$ cat src/rtl/reg_file_sb_pkg.sv
// Shared definitions for the register file / scoreboard slice: default
// geometry and the register indices that decode refers to by name.
package reg_file_sb_pkg;

  localparam int DEF_DATA_W  = 16;
  localparam int DEF_N_REGS  = 8;
  localparam bit DEF_R0_ZERO = 1'b0;

  // Index of the register that may be hardwired to zero.
  localparam int REG_ZERO = 0;

endpackage

$ cat src/rtl/reg_sb_bits.sv
// Per-register busy scoreboard. An accepted issue marks its destination
// pending; a write-back to that destination clears it. A write-back that finds
// its destination not pending raises a sticky error flag.
//
// Issue handshake (valid/ready): issue_en is the request and issue_ready is the
// grant. A transfer happens only in a cycle where both are high. When
// issue_ready is low, nothing changes and the requester keeps issue_en and
// issue_addr asserted until it is granted. issue_ready may depend
// combinationally on issue_en, issue_addr and the write-back inputs of the
// same cycle.
module reg_sb_bits
  import reg_file_sb_pkg::*;
#(
  parameter int N_REGS  = DEF_N_REGS,
  parameter int ADDR_W  = $clog2(N_REGS),
  parameter bit R0_ZERO = DEF_R0_ZERO
) (
  input  logic              clk,
  input  logic              rst_n,
  // Already qualified by the caller: in range and not the hardwired zero register.
  input  logic              wr_en,
  input  logic [ADDR_W-1:0] wr_addr,
  input  logic              issue_en,
  input  logic [ADDR_W-1:0] issue_addr,
  output logic              issue_ready,
  output logic [N_REGS-1:0] busy_vec,
  output logic              wb_err
);

  logic [N_REGS-1:0] busy_q;
  logic [N_REGS-1:0] busy_d;
  logic              wb_err_q;
  logic              issue_hit;
  logic              issue_busy;
  logic              wr_busy;
  logic              wr_same;
  logic              issue_ok;

  // Look up the pending bits of the issue and write-back destinations.
  // An index outside the file reports no hit.
  always_comb begin
    issue_hit  = 1'b0;
    issue_busy = 1'b0;
    wr_busy    = 1'b0;
    for (int i = 0; i < N_REGS; i++) begin
      if (issue_addr == ADDR_W'(i)) begin
        issue_hit  = 1'b1;
        issue_busy = busy_q[i];
      end
      if (wr_addr == ADDR_W'(i)) begin
        wr_busy = busy_q[i];
      end
    end
    // A result landing in this cycle frees the destination for a new issue.
    wr_same  = wr_en && (wr_addr == issue_addr);
    issue_ok = issue_en && issue_hit && !(issue_busy && !wr_same);
  end

  // Next busy bits: an accepted issue wins over a same-cycle clear.
  always_comb begin
    busy_d = busy_q;
    for (int i = 0; i < N_REGS; i++) begin
      if (issue_ok && (issue_addr == ADDR_W'(i)) && !(R0_ZERO && (i == REG_ZERO))) begin
        busy_d[i] = 1'b1;
      end else if (wr_en && (wr_addr == ADDR_W'(i))) begin
        busy_d[i] = 1'b0;
      end
    end
  end

  // Scoreboard state and the sticky write-back error flag.
  always_ff @(posedge clk or negedge rst_n) begin
    if (!rst_n) begin
      busy_q   <= '0;
      wb_err_q <= 1'b0;
    end else begin
      busy_q <= busy_d;
      if (wr_en && !wr_busy) begin
        wb_err_q <= 1'b1;
      end
    end
  end

  assign issue_ready = issue_ok;
  assign busy_vec    = busy_q;
  assign wb_err      = wb_err_q;

endmodule

$ cat src/rtl/reg_file_sb.sv
// General register file with one write-back port, two bypassed read ports and
// a per-register busy scoreboard. Also exports a flat image of all registers.
module reg_file_sb
  import reg_file_sb_pkg::*;
#(
  parameter int DATA_W  = DEF_DATA_W,
  parameter int N_REGS  = DEF_N_REGS,
  parameter int ADDR_W  = $clog2(N_REGS),
  parameter bit R0_ZERO = DEF_R0_ZERO
) (
  input  logic                     CLK_WB,
  input  logic                     RESET_N,
  input  logic                     WR_EN,
  input  logic [ADDR_W-1:0]        WR_ADDR,
  input  logic [DATA_W-1:0]        WR_DATA,
  input  logic                     ISSUE_EN,
  input  logic [ADDR_W-1:0]        ISSUE_ADDR,
  output logic                     ISSUE_READY,
  input  logic [ADDR_W-1:0]        RD_ADDR_A,
  output logic [DATA_W-1:0]        RD_DATA_A,
  output logic                     RD_BUSY_A,
  input  logic [ADDR_W-1:0]        RD_ADDR_B,
  output logic [DATA_W-1:0]        RD_DATA_B,
  output logic                     RD_BUSY_B,
  output logic [N_REGS-1:0]        BUSY_VEC,
  output logic                     WB_ERR,
  output logic [N_REGS*DATA_W-1:0] REG_FLAT
);

  logic [DATA_W-1:0] regs_q [N_REGS];
  logic              wr_hit;
  logic              wr_ok;
  logic [DATA_W-1:0] data_a;
  logic [DATA_W-1:0] data_b;
  logic              busy_a;
  logic              busy_b;

  // A write counts only when it targets a real register that is not hardwired to zero.
  always_comb begin
    wr_hit = 1'b0;
    for (int i = 0; i < N_REGS; i++) begin
      if (WR_ADDR == ADDR_W'(i)) begin
        wr_hit = 1'b1;
      end
    end
    wr_ok = WR_EN && wr_hit && !(R0_ZERO && (WR_ADDR == ADDR_W'(REG_ZERO)));
  end

  reg_sb_bits #(
    .N_REGS  (N_REGS),
    .ADDR_W  (ADDR_W),
    .R0_ZERO (R0_ZERO)
  ) u_sb (
    .clk         (CLK_WB),
    .rst_n       (RESET_N),
    .wr_en       (wr_ok),
    .wr_addr     (WR_ADDR),
    .issue_en    (ISSUE_EN),
    .issue_addr  (ISSUE_ADDR),
    .issue_ready (ISSUE_READY),
    .busy_vec    (BUSY_VEC),
    .wb_err      (WB_ERR)
  );

  // Register storage; a write lands at the rising edge and is visible next cycle.
  always_ff @(posedge CLK_WB or negedge RESET_N) begin
    if (!RESET_N) begin
      for (int i = 0; i < N_REGS; i++) begin
        regs_q[i] <= '0;
      end
    end else if (wr_ok) begin
      for (int i = 0; i < N_REGS; i++) begin
        if (WR_ADDR == ADDR_W'(i)) begin
          regs_q[i] <= WR_DATA;
        end
      end
    end
  end

  // Read muxes with same-cycle write-back bypass. An index outside the file
  // reads zero and not pending; a result arriving this cycle reads as ready.
  always_comb begin
    data_a = '0;
    data_b = '0;
    busy_a = 1'b0;
    busy_b = 1'b0;
    for (int i = 0; i < N_REGS; i++) begin
      if (RD_ADDR_A == ADDR_W'(i)) begin
        data_a = regs_q[i];
        busy_a = BUSY_VEC[i];
      end
      if (RD_ADDR_B == ADDR_W'(i)) begin
        data_b = regs_q[i];
        busy_b = BUSY_VEC[i];
      end
    end
    if (wr_ok && (WR_ADDR == RD_ADDR_A)) begin
      data_a = WR_DATA;
      busy_a = 1'b0;
    end
    if (wr_ok && (WR_ADDR == RD_ADDR_B)) begin
      data_b = WR_DATA;
      busy_b = 1'b0;
    end
    if (R0_ZERO && (RD_ADDR_A == ADDR_W'(REG_ZERO))) begin
      data_a = '0;
      busy_a = 1'b0;
    end
    if (R0_ZERO && (RD_ADDR_B == ADDR_W'(REG_ZERO))) begin
      data_b = '0;
      busy_b = 1'b0;
    end
  end

  assign RD_DATA_A = data_a;
  assign RD_DATA_B = data_b;
  assign RD_BUSY_A = busy_a;
  assign RD_BUSY_B = busy_b;

  // Flat debug image: register i at [i*DATA_W +: DATA_W].
  for (genvar g = 0; g < N_REGS; g++) begin : g_flat
    assign REG_FLAT[g*DATA_W +: DATA_W] = regs_q[g];
  end

endmodule

$ cat config.mk
export PLATFORM = sky130hd
export DESIGN_NAME = reg_file_sb
export DESIGN_NICKNAME = d
export VERILOG_FILES = /design/src/rtl/reg_file_sb_pkg.sv /design/src/rtl/reg_sb_bits.sv /design/src/rtl/reg_file_sb.sv
export SDC_FILE = /design/constraint.sdc
export NUM_CORES = 1
export LEC_CHECK = 0
export ABC_AREA = 1
export CAP_MARGIN = 20
export CORE_MARGIN = 2
export CORE_UTILIZATION = 50
export CTS_BUF_LIST = sky130_fd_sc_hd__clkbuf_16
export DETAILED_ROUTE_END_ITERATION = 8
export PLACE_DENSITY = 0.9
export SLEW_MARGIN = 0
export SYNTH_ARGS = -nofsm -noshare
export SYNTH_HDL_FRONTEND = slang
export SYNTH_HIERARCHICAL = 1
export SYNTH_SLANG_ARGS = --single-unit
$ cat constraint.sdc
create_clock -name CLK_WB -period 2.07 [get_ports CLK_WB]
set_clock_uncertainty 0.2 [all_clocks]
set_input_delay 0.414 -clock CLK_WB [delete_from_list [all_inputs] [get_ports CLK_WB]]
set_output_delay 0.414 -clock CLK_WB [all_outputs]
set_load 0.02 [all_outputs]
==> results.yml, run 1 <==
run_status:
  error_line: "[ERROR GRT-0232] Routing congestion too high. Check the congestion heatmap in the GUI."
  status: "stopped before the end"
  stop_stage: "5_1_grt"
placement:
  placed_cells: 1719
  port_buffers: 203
  place_congestion: 0.9808
  hpwl_um: 24300
sta:
  crit_endpoint: "RD_DATA_A[8]"
  worst-ep-kind: "top-level output"
synthesis:
  yosys.area.top_type: "dfrtp_1"
  synth_ff_type: "dfrtp_1"
  synthCells: 1168
  syn_nets: 1200
  yosysWarnings: 6
  synth.area.top_cells: "dfrtp_1 (42%), nand2_1 (16%), o21ai_0 (7.7%)"
  ys_types: 31
  synth_top_area_share_pct: 41.97
  synth-edff-count: 0
  ys_ff_latch: 137
  syn_area_mm2: 0.008169
  ys_async_sr_fraction_pct: 100.0
  syn_area_per_cell_um2: 6.994
  yosysSeqAreaShare_pct: 41.97
clocking:
  htree_levels: 4
  cts_made_buffers: 17
  cts.sinks: 137
  cts_root_buf: "clkbuf_16"
  clk_path_buf_depth: 2
grt:
  grt_overflow: 201
  grt_max_degree: 43
  gr-usage-all-layers_pct: 80.70
floorplan:
  dieWidth_um: 131.8
  die_height_um: 131.8
  rows: 46
  initial_core_util_pct: 51.24
  pin_count: 204
==> metrics by stage <==
stage	hold slack, ps	cell area, um2	setup WS [ps]
after CTS	170.2	13620	-270.6
after detailed placement	147.9	12040	-1179
after global placement	143.9	12040	-1096
after floorplan	-81.59	8314	-16.25
==> cells in the mapped netlist, types with 2 or more instances <==
master,n
nand2_1,355
clkbuf_1,30
nor3_4,7
xor2_1,2
dfrtp_1,137
o21ai_0,126
buf_2,26
inv_1,82
nand3_1,84
nor2_2,4
nor2_1,111
o21ai_1,6
nand4_1,81
o41ai_1,3
nor3_1,7
buf_6,5
inv_2,11
buf_4,10
a21oi_1,66
nor3_2,4
==> logic make-up after synthesis <==
family | share of synthesized area, %
buf+inv | 9.037
flops | 41.97
xor+xnor | 0.2145
simple gates | 35.82
compound gates | 12.96
==> timing repair <==
item,CTS
endpoints found under the setup margin,157
resized for setup,567
pin swaps,88
endpoints found under the hold margin,33
hold buffers,1
setup buffers,22
gates cloned,14
==> layer usage <==
metal	GRT overflow	GRT usage, %
met1	0	80.02
met2	111	96.19
met3	1	68.24
met4	89	82.19
met5	0	23.61
==> run 2: changes to the inputs <==
--- a/config.mk
+++ b/config.mk
@@ -8,10 +8,9 @@
 export ABC_AREA = 1
 export CAP_MARGIN = 20
 export CORE_MARGIN = 2
-export CORE_UTILIZATION = 50
-export CTS_BUF_LIST = sky130_fd_sc_hd__clkbuf_16
+export CORE_UTILIZATION = 40
 export DETAILED_ROUTE_END_ITERATION = 8
-export PLACE_DENSITY = 0.9
+export PLACE_DENSITY_LB_ADDON = 0.15
 export SLEW_MARGIN = 0
 export SYNTH_ARGS = -nofsm -noshare
 export SYNTH_HDL_FRONTEND = slang
==> run 2 against run 1 <==
Effect of this change: the flow now finishes, with violations (negative setup slack); area after synthesis did not move; synthesized cell count did not move.
==> results.yml, run 2 <==
power_and_ir_drop:
  power.internal_mw: 7.139
  ir_worst_vdd_mv: 0.5771
  clockPowerShare_pct: 26.7
  switching_share_pct: 38.94
  power.total_mw: 11.69
  leakagePower_nw: 7.050
  seqPwrFrac_pct: 32.0
  p_per_area_mw_per_mm2: 823.5
  combPwrFrac_pct: 41.3
  p_sw_mw: 4.552
clocking:
  cts.sinks: 137
  htree_levels: 4
  cts_tree: "yes"
  insertion_delay_ps: 430
  clk_path_buf_depth: 2
  clk_transition_reported_paths_ps: 60
  cts_made_buffers: 17
  cts_root_buf: "clkbuf_16"
floorplan:
  core_area_mm2: 0.02017
  die_height_um: 146.9
  dieWidth_um: 146.9
  pin_count: 204
  rows: 52
  die-area_mm2: 0.02158
  initial_core_util_pct: 40.50
run:
  cap_viol_max_count: 0
worst_setup_path:
  arrival_ps: 1730
  r2r_end: "u_sb/busy_vec[2]"
  path_max_fanout: 3
  crit_type: "flip-flop to output pin"
  crit_required_ps: 1460
  r2r_start: "u_sb/busy_vec[2]"
  reg2regPathDepth: 8
  endpoint_kind: "output pin"
  ff2ff_setup_slack_ps: 490
  start_kind: "flip-flop"
grt:
  grt_first_pass_wirelength_um: 54730
  grt_overflow: 0
  grt_max_degree: 49
  first_global_vias: 10115
  antenna_found_initial: 0
  gr-usage-all-layers_pct: 32.75
detailed_routing:
  viasPerCell: 5.548
  drc: 0
  routed_wl_um: 36350
  first_pass_iters: 5
  postRouteAntennaNets: 0
  avgRoutedWirePerCell_um: 19.52
  drtIter0Drc: 1000
  via_count: 10330
synthesis:
  syn_area_mm2: 0.008169
  yosysMostFrequentCell: "nand2_1"
  syn_nets: 1200
  yosysSeqAreaShare_pct: 41.97
  synth_ff_type: "dfrtp_1"
  synth.area.top_cells: "dfrtp_1 (42%), nand2_1 (16%), o21ai_0 (7.7%)"
  ys_types: 31
  synth-edff-count: 0
  yosys.area.top_type: "dfrtp_1"
  syn_area_per_cell_um2: 6.994
  yosysWarnings: 6
  synth_top_area_share_pct: 41.97
  ys_async_sr_fraction_pct: 100.0
  ys_ff_latch: 137
  synthCells: 1168
  ys_top_cells_by_count: "nand2_1 (355), dfrtp_1 (137), o21ai_0 (126)"
sta:
  relSlewSlack_pct: 71.58
  max_freq_ghz: 0.4263
  finalSetupViolCount: 35
  finalSetupTns_ps: -7551
  setup_ws_ps: -275.6
  tightestPinTransition_ps: 426.3
  slew_violations: 0
  final.min_clock_period_ps: 2346
  holdWs_ps: 212.1
  grt_setup_unrepaired: "yes"
  fin_crit_sh_pct: 113.3
  hold_viol_final: 0
finish:
  layout.nets: 1611
  n_antenna_cell: 0
  fillers: 1622
  largest_reg_flops: 128
  final_cells: 1862
  area_growth_pct: 73.79
  drive_above_1_share_pct: 34.80
  layout_common_cells: "nand2_1 (310), buf_4 (199), dfrtp_1 (134)"
  layout_commonest_cell: "nand2_1"
placement:
  placed_cells: 1790
  port_buffers: 203
  place_congestion: 0.9104
  hpwl_um: 24000
run_status:
  violations: "negative setup slack"
  status: "complete, but fails checks"
worst_hold_path:
  hp-start: "WR_ADDR[0]"
  hold_end: "u_sb/busy_vec[2]"
  hold_path.class: "input pin to flip-flop"
  worstHoldPathCells: 4
run 2: cell counts after synthesis:
Identical to the previous run, type by type.
run 2: critical path, stage by stage (launching register included):
cell     delay (ps)
dfrtp_1         430
nand4_1         160
nand3_2         110
nor2_4          160
nand4_1         150
nand2_1         110
nand2_2          50
buf_6           120
run 2: kinds of logic after synthesis:
| logic type | after synthesis | share of synthesized area [%] |
|---|---|---|
| buf+inv | 167 | 9.037 |
| compound gates | 205 | 12.96 |
| simple gates | 657 | 35.82 |
| flops | 137 | 41.97 |
| xor+xnor | 2 | 0.2145 |
run 2: worst max path at each step:
stage | start | to | slack, ps | cells after the start
3_5_place_dp | RD_ADDR_A[0] | RD_DATA_A[6] | -1150 | 11
5_1_grt | RD_ADDR_A[0] | RD_DATA_A[15] | -320 | 12
2_1_floorplan | RD_ADDR_A[1] | RD_DATA_A[9] | -20 | 7
4_1_cts | RD_ADDR_B[0] | RD_DATA_B[13] | -300 | 13
3_3_place_gp | RD_ADDR_A[0] | RD_BUSY_A | -1140 | 10
6_report | REG_FLAT[39] | RD_DATA_B[7] | -280 | 7
run 2: power groups by stage:
| stage | sequential, mW | combinational, mW | clock, mW |
|---|---|---|---|
| CTS | 3.69 | 4.67 | 3.14 |
| global placement | 3.71 | 4.64 | 0 |
| detailed placement | 3.72 | 4.69 | 0 |
| floorplan | 4.32 | 1.33 | 0 |
| finish | 3.74 | 4.83 | 3.12 |
| global route | 3.81 | 5.13 | 3.28 |
run 2: through the flow:
step / setup WS [ps] / util [%] / cell area (um2)
6_report: -275.6 / 70.39 / 14200
5_1_grt: -322.0 / 70.39 / 14200
4_1_cts: -301.4 / 68.28 / 13770
3_5_place_dp: -1153 / 60.79 / 12260
3_3_place_gp: -1145 / 60.79 / 12260
2_1_floorplan: -16.25 / - / 8314
run 2: layout make-up:
| cell class | count | area, um2 | share of cell area (%) |
|---|---|---|---|
| clock buffer | 17 | 425.4 | 2.996 |
| clock inverter | 15 | 166.4 | 1.172 |
| inverter | 95 | 396.6 | 2.794 |
| multi-input combinational | 864 | 4870 | 34.30 |
| sequential | 137 | 3432 | 24.17 |
| tap | 270 | 337.8 | 2.379 |
| timing repair buffer | 463 | 4553 | 32.07 |
| timing repair inverter | 1 | 16.27 | 0.1146 |
run 2: timing repair:
action                                  CTS  global route
gates cloned                             10             2
hold buffers                              1             0
endpoints found under the setup margin  154            36
buffers inserted                         23             7
gates resized for setup                 543            96
pin swaps                                98            76
hold endpoints to repair                 35             0
run 2: routing by layer:
| metal | routed length (um) | track usage [%] |
|---|---|---|
| met1 | 13880 | 40.11 |
| met4 | 2344 | 19.66 |
| met5 | 0 | 0 |
| met2 | 17630 | 54.98 |
| met3 | 2502 | 4.814 |
Note: power is estimated with default switching activity, not from simulation.
